[config.mk]
export PLATFORM = sky130hd
export DESIGN_NAME = rot_frame_writer
export DESIGN_NICKNAME = d
export VERILOG_FILES = /design/src/rtl/rot_frame_writer.sv
export SDC_FILE = /design/constraint.sdc
export NUM_CORES = 1
export LEC_CHECK = 0
export CAP_MARGIN = 10
export CORE_MARGIN = 1.5
export CORE_UTILIZATION = 33
export DETAILED_ROUTE_END_ITERATION = 10
export MAX_ROUTING_LAYER = met4
export PLACE_DENSITY = 0.64
export SLEW_MARGIN = 20
export SYNTH_ARGS = -nofsm -noshare
export SYNTH_HDL_FRONTEND = slang
export SYNTH_SLANG_ARGS = --single-unit
[constraint.sdc]
create_clock -name clk -period 4.8 [get_ports clk]
set_clock_uncertainty 0.2 [all_clocks]
set_input_delay 1.2 -clock clk [delete_from_list [all_inputs] [get_ports clk]]
set_output_delay 1.2 -clock clk [all_outputs]
set_load 0.005 [all_outputs]
[src/rtl/rot_frame_writer.sv]
// rot_frame_writer: streams a 32x32 raster frame into a frame buffer, rotating
// write addresses by 0/90/180/270 degrees. Rotation support is compiled in
// with the ORIENT_ROT_EN macro; without it every frame is written in raster order.
module rot_frame_writer #(
  parameter int unsigned PIX_W = 8
) (
  input  logic             clk,
  input  logic             reset,
  input  logic             start,
  input  logic             abort,
  input  logic [1:0]       orient,
  input  logic             in_valid,
  output logic             in_ready,
  input  logic [PIX_W-1:0] in_pixel,
  output logic             wr_en,
  output logic [9:0]       wr_addr,
  output logic [PIX_W-1:0] wr_data,
  output logic             busy,
  output logic             frame_done
);

  localparam int unsigned DIM_W  = 5;
  localparam int unsigned ADDR_W = 10;

  typedef enum logic [1:0] {
    IDLE  = 2'd0,
    WRITE = 2'd1,
    DONE  = 2'd2
  } state_t;

  state_t            state, state_nx;
  logic [DIM_W-1:0]  r, c;
  logic              accept;
  logic              last_px;
  logic [ADDR_W-1:0] addr_map;

  assign in_ready = (state == WRITE) & ~abort;
  assign busy     = (state != IDLE);
  assign accept   = in_valid & in_ready;
  assign last_px  = (r == DIM_W'(31)) & (c == DIM_W'(31));

`ifdef ORIENT_ROT_EN
  logic [1:0] orient_q;

  // Raster (r,c) to rotated frame-buffer address
  always_comb begin
    addr_map = {r, c};
    case (orient_q)
      2'd1:    addr_map = {c, ~r};
      2'd2:    addr_map = {~r, ~c};
      2'd3:    addr_map = {~c, r};
      default: addr_map = {r, c};
    endcase
  end

  // Orientation is captured once per frame, at start
  always_ff @(posedge clk) begin
    if (!reset) begin
      orient_q <= 2'd0;
    end else if (state == IDLE && start) begin
      orient_q <= orient;
    end
  end
`else
  // Orientation port is kept for a stable port list but has no effect here
  logic unused_orient;
  assign unused_orient = ^orient;

  // Raster order only
  always_comb begin
    addr_map = {r, c};
  end
`endif

  // State register
  always_ff @(posedge clk) begin
    if (!reset) begin
      state <= IDLE;
    end else begin
      state <= state_nx;
    end
  end

  // Next-state logic
  always_comb begin
    state_nx = state;
    case (state)
      IDLE: begin
        if (start) state_nx = WRITE;
      end
      WRITE: begin
        if (abort) begin
          state_nx = IDLE;
        end else if (accept && last_px) begin
          state_nx = DONE;
        end
      end
      DONE:    state_nx = IDLE;
      default: state_nx = IDLE;
    endcase
  end

  // Raster position counters: column fastest, row advances on column wrap
  always_ff @(posedge clk) begin
    if (!reset) begin
      r <= '0;
      c <= '0;
    end else if (state == IDLE && start) begin
      r <= '0;
      c <= '0;
    end else if (accept) begin
      c <= c + DIM_W'(1);
      if (c == DIM_W'(31)) r <= r + DIM_W'(1);
    end
  end

  // Registered write port; address/data hold between writes
  always_ff @(posedge clk) begin
    if (!reset) begin
      wr_en      <= 1'b0;
      wr_addr    <= '0;
      wr_data    <= '0;
      frame_done <= 1'b0;
    end else begin
      wr_en      <= accept;
      frame_done <= accept & last_px;
      if (accept) begin
        wr_addr <= addr_map;
        wr_data <= in_pixel;
      end
    end
  end

endmodule

==> results.toml <==
[status]
outcome = "finished, final reports clean"

[job]
cap_violations = 0

[clock_tree]
hold_buffers = 0
cts_sinks = 32
cts_buffer_depth = 2
cts_buffers = 5
htree_levels = 2
postCtsSetupBuffers = 0
cts_tree = "yes"
clock_latency_ps = 280
cts-root-buf = "clkbuf_8"
ctsResizeCount = 0
clk_pin_slew_ps = 60

[grt]
antenna_found_initial = 0
grt_max_degree = 25
first_global_vias = 1075
grt_pass1_wl_um = 4560
track_usage = 0.144
gr-total-overflow = 0

[placed_design]
place_congestion = 0.814
hpwl_um = 1830
port_buffers = 34

[setup_path]
cp_max_fo = 12
endpoint_kind = "primary output"
crit_required_ps = 3400
cp.buffers_inverters = 3
crit_type = "primary input to primary output"
crit_family = "buffers and inverters"
cp-start-kind = "primary input"
path_cells = "clkdlybuf4s50_1 > or3b_1 > inv_2 > clkdlybuf4s50_1"
crit_top_cell = "clkdlybuf4s50_1"
crit_path_max_incr_delay_ps = 540
cp_slowest_cell = "or3b_1"
worstPathArrival_ps = 2810

[sta]
finalHoldViolCount = 0
period_needed_ps = 4210
max_freq_mhz = 238
fin_tns_setup_ps = 0
finalSetupViolations = 0
relSlewSlack = 0.487
drv_slew = 0
worstMarginPinSlew_ps = 769
rsz0062_at_grt = "false"
hold-worst-slack_ps = 254
min_period_over_period = 0.877

[power_and_ir_drop]
max-vdd-ir-drop_v = 0.000190
power_leakage_nw = 0.603
powerDensity_nw_per_um2 = 294

[logic_synthesis]
yosysSeqAreaShare = 0.502
synth_top_area_frac = 0.502
syn_nets = 167
netlist.top_cell.by_area = "dfxtp_1"
async_flop_share = 0
synth.area.top_cells = "dfxtp_1 (50%), nand2_1 (12%), a21boi_1 (10%), a21oi_1 (3.9%), ha_1 (3.9%)"
synth-edff-count = 0
synthesis.area_um2 = 1270
ys_types = 28
avgSynthCellArea_um2 = 8.61
ys_warn_count = 0
synthCells = 148
synth_top_flop_cell = "dfxtp_1"
ys_seq_elements = 32

[finish]
drive_above_1_share = 0.0492
final_cell_mix = "nand2_1 (42), clkdlybuf4s50_1 (34), dfxtp_1 (32), a21boi_1 (17), a21oi_1 (10)"
synthToLayoutAreaGrowth_pct = 36.6
antenna_cells = 0
layout_commonest_cell = "nand2_1"
final_nets = 201

[detailed_routing]
dr_total_vias = 1106
wl_per_cell_um = 11.8
viasPerCell = 4.79
initialDrtViolationCount = 22
wirelength_um = 2720
ant_nets = 0
drc = 0
first_pass_iters = 4

[die]
core-area_um2 = 3690
die-area_um2 = 4250
io_pins = 37
die_w_um = 65.2
row_count = 22
start_util = 0.346
die_height_um = 65.2

[min_path]
hold_path.class = "flop to flop"
==> registers in the layout (all words and copies together), names as in the netlist <==
name        cells
wr_en           1
r               5
wr_addr        10
frame_done      1
wr_data         8
state           2
c               5
==> tightest hold or removal path, delay by kind of cell, from the launching register on <==
family,cells,cell delay [ps]
compound gates,1,50
flops,1,310
simple gates,1,50
==> synthesized netlist by cell type (all sizes together), types with 2 or more instances <==
library cell and number:
and3 2, nor3 2, nand3 5, inv 2, and2 2, nand2 42, a21oi 10, dfxtp 32
a21boi 18, or3 4, o21ai 6, clkbuf 7, ha 4
==> area by class of cell <==
class	instances	area (um^2)
Fill cell	366	1950
Sequential cell	32	641
Multi-Input combinational cell	106	596
Timing Repair Buffer	35	348
Clock buffer	8	90.1
Tap cell	48	60.1
Inverter	2	7.51
==> through the flow <==
stage | cell area (um^2) | setup slack (ps) | total power, mW | utilization | std cells
after floorplan | 1270 | 1600 | 0.290 | - | 148
final | 1740 | 590 | 0.512 | 0.472 | 231
after global routing | 1740 | 494 | 0.537 | 0.472 | 231
after CTS | 1740 | 584 | 0.519 | 0.472 | 231
after detailed placement | 1650 | 601 | 0.308 | 0.448 | 223
after global placement | 1650 | 622 | 0.308 | 0.448 | 223
==> kinds of logic (layout without fill, tap and decap cells) <==
| kind of cell | count (synthesis) | count (layout) | share of synthesized area |
|---|---|---|---|
| AOI/OAI and AO/OA | 36 | 36 | 0.181 |
| xor gates and xnor gates | 1 | 1 | 0.00687 |
| adders and majority gates | 4 | 4 | 0.0393 |
| buffers and inverters | 10 | 45 | 0.0304 |
| DFF | 32 | 32 | 0.502 |
| and+or+nand+nor | 65 | 65 | 0.240 |
==> path summary, 6_finish.rpt <==
| path | depth (start not counted) | startpoint | slack, ps | to |
|---|---|---|---|---|
| worst min-delay path | 2 | wr_data[1]$_SDFFE_PN0P_ | 250 | wr_data[1]$_SDFFE_PN0P_ |
| worst max-delay path | 4 | abort | 590 | in_ready |
| worst min register to register | 2 | wr_data[1]$_SDFFE_PN0P_ | 250 | wr_data[1]$_SDFFE_PN0P_ |
| worst max register to register | 6 | c[0]$_SDFFE_PP0P_ | 2750 | r[3]$_SDFFE_PP0P_ |
==> power by group <==
group / switching, mW / internal (mW)
Combinational: 0.0134 / 0.0188
Sequential: 0.00166 / 0.268
Clock: 0.0931 / 0.117
==> layer usage <==
layer	wire, um	global-route usage	vias to the layer above
met5	0	-	-
met4	29	0.0391	0
met3	162	0.0462	4
met2	1310	0.251	28
met1	1220	0.159	509
li1	-	-	565
Note: power is estimated with default switching activity, not from simulation.
